File: src/rtl/rv_core_ctrl.sv
// ---------------------------------------------------------------------------
// rv_core_ctrl
//
// Sequencing controller for a single-cycle RV32I datapath.  Decodes the
// instruction presented by the datapath fetch stage into datapath control
// signals and runs a small state machine that decides in which cycles the
// PC may advance (pc_en) and architectural state may be written.  Handles
// multi-cycle memory operations, debug halt / resume / single-step, EBREAK,
// and sticky traps for illegal instructions and ECALL.
//
// Parameters
//   MEM_LAT  extra wait cycles per LW/SW (0..15); a memory op occupies
//            MEM_LAT+1 cycles, the last of which commits
//   CNT_W    width of the retired-instruction counter
//
// Ports
//   clk           clock, all state updates on the rising edge
//   rst           asynchronous reset, active low
//   Inst          current instruction from the datapath
//   dbg_halt_req  level, halt at the next instruction boundary
//   dbg_resume    pulse, leave HALT and run freely
//   dbg_step      pulse, leave HALT for exactly one instruction
//   ImmSel        immediate format 0=I 1=S 2=B 3=U 4=J
//   RegWEn        register-file write enable (commit cycles only)
//   BrUn          unsigned branch compare
//   ASel          ALU A operand 0=rs1 1=PC
//   BSel          ALU B operand 0=rs2 1=Imm
//   ALUSel        ALU operation (see ALU_* codes)
//   MemRW         store enable (commit cycles only)
//   WBSel         write-back source 0=mem 1=alu 2=pc+4
//   Branch        branch condition 0=none 1=EQ 2=NE 3=LT 4=GE
//   Jump          JAL/JALR
//   pc_en         PC advance / commit strobe
//   halted        controller is in HALT
//   trap          sticky trap flag
//   trap_cause    0=none 1=illegal 2=ECALL
//   instret       number of pc_en cycles, wraps
// ---------------------------------------------------------------------------
module rv_core_ctrl #(
    parameter int MEM_LAT = 0,
    parameter int CNT_W   = 32
) (
    input  logic             clk,
    input  logic             rst,
    input  logic [31:0]      Inst,
    input  logic             dbg_halt_req,
    input  logic             dbg_resume,
    input  logic             dbg_step,
    output logic [2:0]       ImmSel,
    output logic             RegWEn,
    output logic             BrUn,
    output logic             ASel,
    output logic             BSel,
    output logic [4:0]       ALUSel,
    output logic             MemRW,
    output logic [1:0]       WBSel,
    output logic [2:0]       Branch,
    output logic             Jump,
    output logic             pc_en,
    output logic             halted,
    output logic             trap,
    output logic [1:0]       trap_cause,
    output logic [CNT_W-1:0] instret
);

    // Opcodes
    localparam logic [6:0] OPC_LUI    = 7'b0110111;
    localparam logic [6:0] OPC_AUIPC  = 7'b0010111;
    localparam logic [6:0] OPC_JAL    = 7'b1101111;
    localparam logic [6:0] OPC_JALR   = 7'b1100111;
    localparam logic [6:0] OPC_BRANCH = 7'b1100011;
    localparam logic [6:0] OPC_LOAD   = 7'b0000011;
    localparam logic [6:0] OPC_STORE  = 7'b0100011;
    localparam logic [6:0] OPC_OPIMM  = 7'b0010011;
    localparam logic [6:0] OPC_OP     = 7'b0110011;
    localparam logic [6:0] OPC_FENCE  = 7'b0001111;
    localparam logic [6:0] OPC_SYSTEM = 7'b1110011;

    localparam logic [6:0] F7_BASE = 7'b0000000;
    localparam logic [6:0] F7_ALT  = 7'b0100000;

    localparam logic [31:0] INST_ECALL  = 32'h0000_0073;
    localparam logic [31:0] INST_EBREAK = 32'h0010_0073;

    localparam logic [2:0] IMM_I = 3'd0;
    localparam logic [2:0] IMM_S = 3'd1;
    localparam logic [2:0] IMM_B = 3'd2;
    localparam logic [2:0] IMM_U = 3'd3;
    localparam logic [2:0] IMM_J = 3'd4;

    localparam logic [4:0] ALU_ADD   = 5'd0;
    localparam logic [4:0] ALU_SUB   = 5'd1;
    localparam logic [4:0] ALU_SLL   = 5'd2;
    localparam logic [4:0] ALU_SLT   = 5'd3;
    localparam logic [4:0] ALU_SLTU  = 5'd4;
    localparam logic [4:0] ALU_XOR   = 5'd5;
    localparam logic [4:0] ALU_SRL   = 5'd6;
    localparam logic [4:0] ALU_SRA   = 5'd7;
    localparam logic [4:0] ALU_OR    = 5'd8;
    localparam logic [4:0] ALU_AND   = 5'd9;
    localparam logic [4:0] ALU_PASSB = 5'd10;

    localparam logic [1:0] WB_MEM = 2'd0;
    localparam logic [1:0] WB_ALU = 2'd1;
    localparam logic [1:0] WB_PC4 = 2'd2;

    localparam logic [2:0] BR_NONE = 3'd0;
    localparam logic [2:0] BR_EQ   = 3'd1;
    localparam logic [2:0] BR_NE   = 3'd2;
    localparam logic [2:0] BR_LT   = 3'd3;
    localparam logic [2:0] BR_GE   = 3'd4;

    localparam logic [1:0] CAUSE_NONE    = 2'd0;
    localparam logic [1:0] CAUSE_ILLEGAL = 2'd1;
    localparam logic [1:0] CAUSE_ECALL   = 2'd2;

    // A memory op only leaves RUN/STEP when there is at least one wait cycle.
    localparam logic       HAS_WAIT  = (MEM_LAT > 0);
    localparam logic [3:0] WCNT_LOAD = 4'((MEM_LAT > 0) ? (MEM_LAT - 1) : 0);

    typedef enum logic [2:0] {
        S_RST_HOLD = 3'd0,
        S_RUN      = 3'd1,
        S_MEM_WAIT = 3'd2,
        S_HALT     = 3'd3,
        S_STEP     = 3'd4,
        S_TRAP     = 3'd5
    } state_e;

    state_e           state_q, state_d;
    logic [3:0]       wcnt_q, wcnt_d;
    logic             step_q, step_d;
    logic [1:0]       cause_q, cause_d;
    logic [CNT_W-1:0] instret_q, instret_d;

    logic [6:0] opcode;
    logic [2:0] funct3;
    logic [6:0] funct7;

    logic dec_regwen;
    logic dec_store;
    logic dec_mem;
    logic dec_illegal;
    logic is_ecall;
    logic is_ebreak;
    logic sys_inst;
    logic commit;

    assign opcode = Inst[6:0];
    assign funct3 = Inst[14:12];
    assign funct7 = Inst[31:25];

    // ------------------------------------------------------------------
    // Instruction decode (purely combinational, independent of state)
    // ------------------------------------------------------------------
    always_comb begin
        ImmSel      = IMM_I;
        ASel        = 1'b0;
        BSel        = 1'b0;
        ALUSel      = ALU_ADD;
        WBSel       = WB_ALU;
        Branch      = BR_NONE;
        BrUn        = 1'b0;
        Jump        = 1'b0;
        dec_regwen  = 1'b0;
        dec_store   = 1'b0;
        dec_mem     = 1'b0;
        dec_illegal = 1'b0;
        is_ecall    = 1'b0;
        is_ebreak   = 1'b0;

        case (opcode)
            OPC_LUI: begin
                ImmSel     = IMM_U;
                BSel       = 1'b1;
                ALUSel     = ALU_PASSB;
                dec_regwen = 1'b1;
            end
            OPC_AUIPC: begin
                ImmSel     = IMM_U;
                ASel       = 1'b1;
                BSel       = 1'b1;
                dec_regwen = 1'b1;
            end
            OPC_JAL: begin
                ImmSel     = IMM_J;
                ASel       = 1'b1;
                BSel       = 1'b1;
                Jump       = 1'b1;
                WBSel      = WB_PC4;
                dec_regwen = 1'b1;
            end
            OPC_JALR: begin
                ImmSel     = IMM_I;
                BSel       = 1'b1;
                Jump       = 1'b1;
                WBSel      = WB_PC4;
                dec_regwen = 1'b1;
                if (funct3 != 3'b000) dec_illegal = 1'b1;
            end
            OPC_BRANCH: begin
                ImmSel = IMM_B;
                ASel   = 1'b1;
                BSel   = 1'b1;
                case (funct3)
                    3'b000:  Branch = BR_EQ;
                    3'b001:  Branch = BR_NE;
                    3'b100:  Branch = BR_LT;
                    3'b101:  Branch = BR_GE;
                    3'b110: begin
                        Branch = BR_LT;
                        BrUn   = 1'b1;
                    end
                    3'b111: begin
                        Branch = BR_GE;
                        BrUn   = 1'b1;
                    end
                    default: dec_illegal = 1'b1;
                endcase
            end
            OPC_LOAD: begin
                ImmSel     = IMM_I;
                BSel       = 1'b1;
                WBSel      = WB_MEM;
                dec_regwen = 1'b1;
                dec_mem    = 1'b1;
                if (funct3 != 3'b010) dec_illegal = 1'b1;
            end
            OPC_STORE: begin
                ImmSel    = IMM_S;
                BSel      = 1'b1;
                dec_store = 1'b1;
                dec_mem   = 1'b1;
                if (funct3 != 3'b010) dec_illegal = 1'b1;
            end
            OPC_OPIMM: begin
                ImmSel     = IMM_I;
                BSel       = 1'b1;
                dec_regwen = 1'b1;
                case (funct3)
                    3'b000: ALUSel = ALU_ADD;
                    3'b010: ALUSel = ALU_SLT;
                    3'b011: ALUSel = ALU_SLTU;
                    3'b100: ALUSel = ALU_XOR;
                    3'b110: ALUSel = ALU_OR;
                    3'b111: ALUSel = ALU_AND;
                    3'b001: begin
                        // Shift-immediates reuse funct7 as an opcode extension.
                        if (funct7 == F7_BASE) ALUSel = ALU_SLL;
                        else                   dec_illegal = 1'b1;
                    end
                    default: begin
                        if      (funct7 == F7_BASE) ALUSel = ALU_SRL;
                        else if (funct7 == F7_ALT)  ALUSel = ALU_SRA;
                        else                        dec_illegal = 1'b1;
                    end
                endcase
            end
            OPC_OP: begin
                dec_regwen = 1'b1;
                if (funct7 == F7_BASE) begin
                    case (funct3)
                        3'b000:  ALUSel = ALU_ADD;
                        3'b001:  ALUSel = ALU_SLL;
                        3'b010:  ALUSel = ALU_SLT;
                        3'b011:  ALUSel = ALU_SLTU;
                        3'b100:  ALUSel = ALU_XOR;
                        3'b101:  ALUSel = ALU_SRL;
                        3'b110:  ALUSel = ALU_OR;
                        default: ALUSel = ALU_AND;
                    endcase
                end else if ((funct7 == F7_ALT) && (funct3 == 3'b000)) begin
                    ALUSel = ALU_SUB;
                end else if ((funct7 == F7_ALT) && (funct3 == 3'b101)) begin
                    ALUSel = ALU_SRA;
                end else begin
                    dec_illegal = 1'b1;
                end
            end
            OPC_FENCE: begin
                // Single hart, no caches: FENCE retires as a no-op.
                if (funct3 != 3'b000) dec_illegal = 1'b1;
            end
            OPC_SYSTEM: begin
                if      (Inst == INST_ECALL)  is_ecall    = 1'b1;
                else if (Inst == INST_EBREAK) is_ebreak   = 1'b1;
                else                          dec_illegal = 1'b1;
            end
            default: dec_illegal = 1'b1;
        endcase

        if (dec_illegal) begin
            dec_regwen = 1'b0;
            dec_store  = 1'b0;
            dec_mem    = 1'b0;
        end
    end

    // ------------------------------------------------------------------
    // Sequencing FSM: next state and pc_en
    // ------------------------------------------------------------------
    always_comb begin
        state_d = state_q;
        wcnt_d  = wcnt_q;
        step_d  = step_q;
        cause_d = cause_q;
        pc_en   = 1'b0;

        case (state_q)
            S_RST_HOLD: state_d = S_RUN;

            // STEP executes exactly like RUN except that it ignores halt
            // requests and always falls back to HALT afterwards.
            S_RUN, S_STEP: begin
                if ((state_q == S_RUN) && dbg_halt_req) begin
                    state_d = S_HALT;
                end else if (dec_illegal) begin
                    state_d = S_TRAP;
                    cause_d = CAUSE_ILLEGAL;
                end else if (is_ecall) begin
                    state_d = S_TRAP;
                    cause_d = CAUSE_ECALL;
                end else if (is_ebreak) begin
                    pc_en   = 1'b1;
                    state_d = S_HALT;
                end else if (dec_mem && HAS_WAIT) begin
                    wcnt_d  = WCNT_LOAD;
                    step_d  = (state_q == S_STEP);
                    state_d = S_MEM_WAIT;
                end else begin
                    pc_en   = 1'b1;
                    state_d = (state_q == S_STEP) ? S_HALT : S_RUN;
                end
            end

            // A started memory op always completes; a halt request only
            // redirects where we go after the commit cycle.
            S_MEM_WAIT: begin
                if (wcnt_q == 4'd0) begin
                    pc_en   = 1'b1;
                    state_d = (step_q || dbg_halt_req) ? S_HALT : S_RUN;
                end else begin
                    wcnt_d = wcnt_q - 4'd1;
                end
            end

            S_HALT: begin
                if      (dbg_resume) state_d = S_RUN;
                else if (dbg_step)   state_d = S_STEP;
            end

            S_TRAP: state_d = S_TRAP;

            default: state_d = S_RST_HOLD;
        endcase
    end

    // SYSTEM instructions may strobe pc_en but never write state.
    assign sys_inst = is_ecall | is_ebreak;
    assign commit   = pc_en & ~sys_inst;
    assign RegWEn   = dec_regwen & commit;
    assign MemRW    = dec_store & commit;

    assign instret_d = pc_en ? (instret_q + CNT_W'(1)) : instret_q;

    always_ff @(posedge clk or negedge rst) begin
        if (!rst) begin
            state_q   <= S_RST_HOLD;
            wcnt_q    <= 4'd0;
            step_q    <= 1'b0;
            cause_q   <= CAUSE_NONE;
            instret_q <= '0;
        end else begin
            state_q   <= state_d;
            wcnt_q    <= wcnt_d;
            step_q    <= step_d;
            cause_q   <= cause_d;
            instret_q <= instret_d;
        end
    end

    assign halted     = (state_q == S_HALT);
    assign trap       = (state_q == S_TRAP);
    assign trap_cause = cause_q;
    assign instret    = instret_q;

endmodule

File: config.mk
export PLATFORM = sky130hd
export DESIGN_NAME = rv_core_ctrl
export DESIGN_NICKNAME = d
export VERILOG_FILES = /design/src/rtl/rv_core_ctrl.sv
export SDC_FILE = /design/constraint.sdc
export NUM_CORES = 1
export LEC_CHECK = 0
export CAP_MARGIN = 20
export CELL_PAD_IN_SITES_DETAIL_PLACEMENT = 0
export CELL_PAD_IN_SITES_GLOBAL_PLACEMENT = 2
export CORE_MARGIN = 2
export CORE_UTILIZATION = 29
export DETAILED_ROUTE_END_ITERATION = 10
export PLACE_DENSITY_LB_ADDON = 0.1
export SETUP_SLACK_MARGIN = 0.4
export SLEW_MARGIN = 20
export SYNTH_ARGS = -nofsm -noshare
export SYNTH_HDL_FRONTEND = slang
export SYNTH_SLANG_ARGS = --single-unit
File: constraint.sdc
create_clock -name clk -period 6.9 [get_ports clk]
set_input_delay 0.69 -clock clk [delete_from_list [all_inputs] [get_ports clk]]
set_output_delay 0.69 -clock clk [all_outputs]
set_load 0.01 [all_outputs]
==> metrics.md, run 1 <==
| Metric | Value |
|---|---|
| Status | finished clean |
| Max VDD drop | 102 µV |
| Area Overhead vs Synth | 38.4% |
| Total grt overflow | 0 |
| Vias/cell | 4.88 |
| Pin count of the biggest net entering global routing | 42 |
| Synth warn | 0 |
| Arrival time worst endpoint | 4.02 ns |
| Biggest area consumer among synthesized cells | dfrtp_1 |
| Vias | 2,574 |
| CTS sink count | 41 |
| Unique masters post-synth | 61 |
| P_sw | 214 µW |
| Comb power frac | 25.7% |
| Slew margin rel. | 37.9% |
| RSZ-0062 raised after global routing | no |
| # nets final | 432 |
| Worst slack, placed | 2.22 ns |
| Chip width | 104 µm |
| Hold_buf cts | 0 |
| Core area | 9730 µm² |
| Antenna diodes | 0 |
| GPL Wtd Cong | 0.750 |
| Switching share of power | 29.6% |
| Worst Path Required | 6.21 ns |
| Initial Util | 29.7% |
| CTS HTree Levels | 2 |
| Cells after Synth | 313 |
| Startpoint types | input port |
| Number of synthesized flops with an enable pin | 0 |
| CTS tree | built |
| Setup Skew | 0.00923 ns |
| PortBufs | 91 |
| Fill count | 1,020 |
| DP HPWL | 5700 µm |
| CP Class | in2out |
| Clk Latency, worst-skew pair | 0.29 ns |
| CTS resizes | 0 |
| Placed instance area | 3870 µm² |
| P_int | 509 µW |
| Max clock buf depth | 2 |
| First-pass DRT Iterations | 4 |
| Min setup slack post-route | 2.19 ns |
| Leakage power | 1.64 nW |
| Final Power | 722 µW |
| Post-synth ARST share | 100% |
| Drt drc | 0 |
| Fmax achieved | 212 MHz |
| Syn_nets | 352 |
| HP Class | reg2reg |
| Crit path max fanout | 31 |
| Die footprint | 10,800 µm² |
| Io pins | 93 |
| Initial antenna violation count | 0 |
| WL final | 7550 µm |
| Site Rows | 36 |
| PwrDens | 180 nW/µm² |
| CP Capture Type | output port |
| Final hold vios | 0 |
| Syn Area/Cell | 9.24 µm² |
| Max-slew violations | 0 |
| Share of the synthesized area in the top cell type | 35.5% |
| Flops & latches, synth | 41 |
| Root cell of the clock tree | clkbuf_8 |
| Mapped Area | 2890 µm² |
| Vias in the first global route | 2,558 |
| Most used flip-flop cell after synthesis | dfrtp_1 |
| Worst slew pin tran | 0.931 ns |
| Sequential fraction of the synthesis area | 35.5% |
| CTS Buf Count | 5 |
| Die height | 104 µm |
| Routed WL per cell | 14.3 µm |
| Endpoints failing setup | 0 |
| Period utilisation layout | 68.3% |
| Clock power share | 33.1% |
| Design Area, Final | 4000 µm² |
| Tmin final | 4.71 ns |
| Antenna-violating nets left | 0 |
| WHS | 0.465 ns |
| Global-route wire length before repair | 12,500 µm |
| Setup TNS | 0 ns |
| All-layer global routing usage | 13.9% |
| Area contributors post-synth | dfrtp_1, xor2_1, a211oi_2 |
| MaxCap Viol Count | 0 |
| Fraction of layout cells with a size suffix above 1 | 12.2% |
| Iter 0 DRT Violations | 147 |
| Register clock-pin slew on the reported worst setup and hold paths | 0.08 ns |
| Post-CTS Setup Bufs | 0 |
| Seq pwr share | 41.2% |
[final cells by class]
cell class	count	area, µm²	area share (%)
Multi-Input combinational cell	238	1700	42.5
Sequential cell	41	1030	25.6
Timing Repair Buffer	93	921	23.0
Tap cell	133	166	4.16
Clock buffer	5	68.8	1.72
Clock inverter	3	68.8	1.72
Inverter	14	52.6	1.31
[registers in the layout, indices dropped and copies added, names as in the netlist]
signal	cells
state_q	3
trap_cause	2
wcnt_q	4
instret	32
[path summary, 6_finish.rpt]
kind | start | end | slack (ns) | depth (start not counted)
max in group asynchronous | rst | instret[27]$_DFFE_PN0P_ | 5.79 | 1
max reg2reg | wcnt_q[0]$_DFFE_PN0P_ | instret[11]$_DFFE_PN0P_ | 4.56 | 9
max | Inst[5] | RegWEn | 2.19 | 10
min in group asynchronous | rst | wcnt_q[2]$_DFFE_PN0P_ | 0.52 | 1
min reg2reg | instret[31]$_DFFE_PN0P_ | instret[31]$_DFFE_PN0P_ | 0.47 | 1
min | instret[31]$_DFFE_PN0P_ | instret[31]$_DFFE_PN0P_ | 0.47 | 1
[synth_stat cells, types with 10 or more instances]
| master | count |
|---|---|
| inv_1 | 14 |
| xor2_1 | 29 |
| and3_1 | 10 |
| nor3_1 | 10 |
| dfrtp_1 | 41 |
| a211oi_2 | 13 |
| o21ai_0 | 12 |
| a21oi_2 | 10 |
| nor2_1 | 21 |
| nand2_1 | 23 |
| nand3_1 | 15 |
| a21oi_1 | 10 |
[cell families (layout without fill, tap and decap cells)]
kind of cell | Yosys count | in the layout | synth area share [%]
AOI/OAI and AO/OA | 77 | 77 | 23.0
other | 1 | 1 | 0.130
xor gates and xnor gates | 35 | 35 | 10.9
buffers and inverters | 34 | 115 | 5.75
muxes | 3 | 3 | 1.21
and+or+nand+nor | 120 | 120 | 22.7
adders and majority gates | 2 | 2 | 0.865
DFF | 41 | 41 | 35.5
[metrics by stage]
| step | util [%] | instances |
|---|---|---|
| 6_report | 41.2 | 527 |
| 2_1_floorplan | - | 313 |
| 4_1_cts | 41.2 | 527 |
| 3_5_place_dp | 39.7 | 519 |
| 3_3_place_gp | 39.7 | 519 |
| 5_1_grt | 41.2 | 527 |
[layer usage]
| metal | vias up | wire (µm) | track usage (%) |
|---|---|---|---|
| li1 | 1272 | - | - |
| met4 | 0 | 142 | 4.63 |
| met1 | 1215 | 3530 | 18.6 |
| met3 | 13 | 413 | 3.32 |
| met5 | - | 0 | 0 |
| met2 | 74 | 3460 | 22.3 |
[layout by cell type, fill, tap and decap left out, types with 5 or more instances in the layout]
cell	n
a211oi_2	13
nor3_1	10
dfrtp_1	41
clkdlybuf4s50_1	90
nor4_1	5
xor2_1	29
nor2_1	21
nand3_1	15
o21ai_0	12
clkbuf_8	5
xnor2_1	5
inv_1	14
a21oi_2	10
nand2_1	23
a21oi_1	10
and3_1	10
a21boi_1	5
[worst max-delay path: stages]
cell	delay, ns
clkdlybuf4s50_1	0.75
or3b_1	0.53
o211ai_1	0.17
a21oi_1	0.12
a211oi_4	0.39
a31oi_4	0.12
buf_4	0.30
nand2_4	0.16
and3_1	0.20
clkdlybuf4s50_1	0.54
[power groups by stage]
stage / clock (mW) / sequential [mW] / combinational [mW]
CTS: 0.246 / 0.298 / 0.189
global route: 0.252 / 0.303 / 0.207
floorplan: 0 / 0.293 / 0.103
finish: 0.239 / 0.298 / 0.186
global placement: 0 / 0.303 / 0.191
detailed placement: 0 / 0.302 / 0.188
Note: power is estimated with default switching activity, not from simulation.
==> inputs of run 2 (changes only) <==
--- a/config.mk
+++ b/config.mk
@@ -9,7 +9,7 @@
 export CELL_PAD_IN_SITES_DETAIL_PLACEMENT = 0
 export CELL_PAD_IN_SITES_GLOBAL_PLACEMENT = 2
 export CORE_MARGIN = 2
-export CORE_UTILIZATION = 29
+export CORE_UTILIZATION = 27
 export DETAILED_ROUTE_END_ITERATION = 10
 export PLACE_DENSITY_LB_ADDON = 0.1
 export SETUP_SLACK_MARGIN = 0.4
==> constraint.sdc (replaced) <==
create_clock -name clk -period 4.8 [get_ports clk]
set_input_delay 0.48 -clock clk [delete_from_list [all_inputs] [get_ports clk]]
set_output_delay 0.48 -clock clk [all_outputs]
set_load 0.01 [all_outputs]
==> run 2 against run 1 <==
Effect of this change:
- wire length grew 5.8%
- cell area shrank 0.25%
- global-route usage is essentially flat
- first-iteration DRC count shrank 2.7%
- sequential cell count is the same
- clock power grew 21%
- die area grew 7.1%
- hold slack lost 0.14 ns
- setup slack lost 1.3 ns
- total power grew 38%
- combinational power grew 48%
- core utilization shrank 2.6 points
==> metrics.md, run 2 (synthesized netlist as in run 1, its figures left out) <==
| Metric | Value |
|---|---|
| Seq pwr share | 43.1% |
| Total grt overflow | 0 |
| WHS | 0.327 ns |
| Max-slew violations | 0 |
| Crit path max fanout | 10 |
| CTS sink count | 41 |
| Tmin final | 3.95 ns |
| Most frequent cells in the layout | clkdlybuf4s50_1, dfrtp_1, xor2_1, nand2_1, nor2_1 |
| Routed WL per cell | 15.0 µm |
| Endpoints failing setup | 0 |
| P_sw | 302 µW |
| Critical Path Source | Inst[13] |
| Root cell of the clock tree | clkbuf_8 |
| Antenna diodes | 0 |
| WL final | 7990 µm |
| Core area | 10,400 µm² |
| Max VDD drop | 127 µV |
| Leakage power | 1.64 nW |
| Startpoint types | input port |
| Io pins | 93 |
| Setup TNS | 0 ns |
| Register clock-pin slew on the reported worst setup and hold paths | 0.08 ns |
| Chip width | 108 µm |
| Setup Skew | 0.0101 ns |
| Switching share of power | 30.4% |
| CP Class | in2out |
| Iter 0 DRT Violations | 143 |
| Die footprint | 11,600 µm² |
| Slew margin rel. | 37.8% |
| RSZ-0062 raised after global routing | no |
| CTS Buf Count | 5 |
| Reg2reg start | state_q[0]$_DFFE_PN0P_ |
| FF-to-FF End | instret[11]$_DFFE_PN0P_ |
| Flop2flop setup slack | 2.36 ns |
| Area Overhead vs Synth | 38.1% |
| Max clock buf depth | 2 |
| Vias/cell | 4.93 |
| PortBufs | 91 |
| DP HPWL | 5980 µm |
| Clock power share | 29.1% |
| Antenna-violating nets left | 0 |
| CTS tree | built |
| CTS HTree Levels | 2 |
| Vias | 2,619 |
| Initial antenna violation count | 0 |
| Worst slew pin tran | 0.934 ns |
| Global-route wire length before repair | 13,000 µm |
| Drt drc | 0 |
| Hold_buf cts | 0 |
| Period utilisation layout | 82.2% |
| Reg2Reg Depth | 6 |
| Post-CTS Setup Bufs | 0 |
| MaxCap Viol Count | 0 |
| P_int | 692 µW |
| Die height | 108 µm |
| Vias in the first global route | 2,587 |
| Clk Latency, worst-skew pair | 0.29 ns |
| Fraction of layout cells with a size suffix above 1 | 12.2% |
| Final hold vios | 0 |
| Site Rows | 37 |
| Fmax achieved | 253 MHz |
| Arrival time worst endpoint | 3.47 ns |
| Comb power frac | 27.8% |
| Max reg flops | 32 |
| # nets final | 433 |
| Pin count of the biggest net entering global routing | 42 |
| GPL Wtd Cong | 0.769 |
| HP Class | in2async |
| Initial Util | 27.9% |
| Commonest non-fill, non-tap cell in the layout | clkdlybuf4s50_1 |
| First-pass DRT Iterations | 7 |
| CTS resizes | 0 |
| CP Capture Type | output port |
| Worst Path Required | 4.32 ns |
| All-layer global routing usage | 13.9% |
| PwrDens | 249 nW/µm² |
| Status | finished clean |
run 2: stage by stage:
| step | total power, mW | area, µm² | worst slack (ns) | utilization (%) | cells |
|---|---|---|---|---|---|
| 2_1_floorplan | 0.569 | 2890 | 1.97 | - | 313 |
| 3_3_place_gp | 0.717 | 3880 | 0.906 | 37.4 | 523 |
| 3_5_place_dp | 0.714 | 3880 | 0.910 | 37.4 | 523 |
| 4_1_cts | 1.01 | 3990 | 0.899 | 38.5 | 531 |
| 5_1_grt | 1.05 | 3990 | 0.576 | 38.5 | 531 |
| 6_report | 0.994 | 3990 | 0.855 | 38.5 | 531 |
run 2: worst max-delay path by stage:
stage,endpoint,slack (ns),cells after the start
finish,RegWEn,0.85,9
global route,RegWEn,0.58,9
CTS,RegWEn,0.90,9
detailed placement,RegWEn,0.91,9
global placement,MemRW,0.91,9
floorplan,MemRW,1.97,9
run 2: cell type report:
cell class | instances | area (µm²)
clock buffer | 7 | 86.3
clock inverter | 1 | 30.0
fill | 1085 | 6380
inverter | 14 | 52.6
multi-input combinational | 238 | 1700
sequential | 41 | 1030
tap | 136 | 170
timing repair buffer | 94 | 928
run 2: power groups by stage:
stage                     Combinational [mW]  Sequential (mW)  Clock, mW
after floorplan                        0.148            0.421          0
after global placement                 0.283            0.434          0
after detailed placement               0.280            0.434          0
after CTS                              0.282            0.429      0.303
after global routing                   0.301            0.438      0.312
final                                  0.276            0.429      0.289
run 2: per-layer routing:
metal | vias to the layer above | GRT usage, % | wire, µm
met5 | - | 0 | 0
met1 | 1270 | 19.7 | 3920
li1 | 1277 | - | -
met2 | 66 | 21.5 | 3580
met3 | 6 | 3.51 | 426
met4 | 0 | 2.84 | 59
run 2: critical path, cell delays in order:
cell and delay, ns:
clkdlybuf4s50_1 0.59, nor3_1 0.50, nand3_1 0.12, nor3_1 0.46, a211o_1 0.32, a31oi_4 0.13, nand2_4 0.13, and3_1 0.18
clkdlybuf4s50_1 0.54
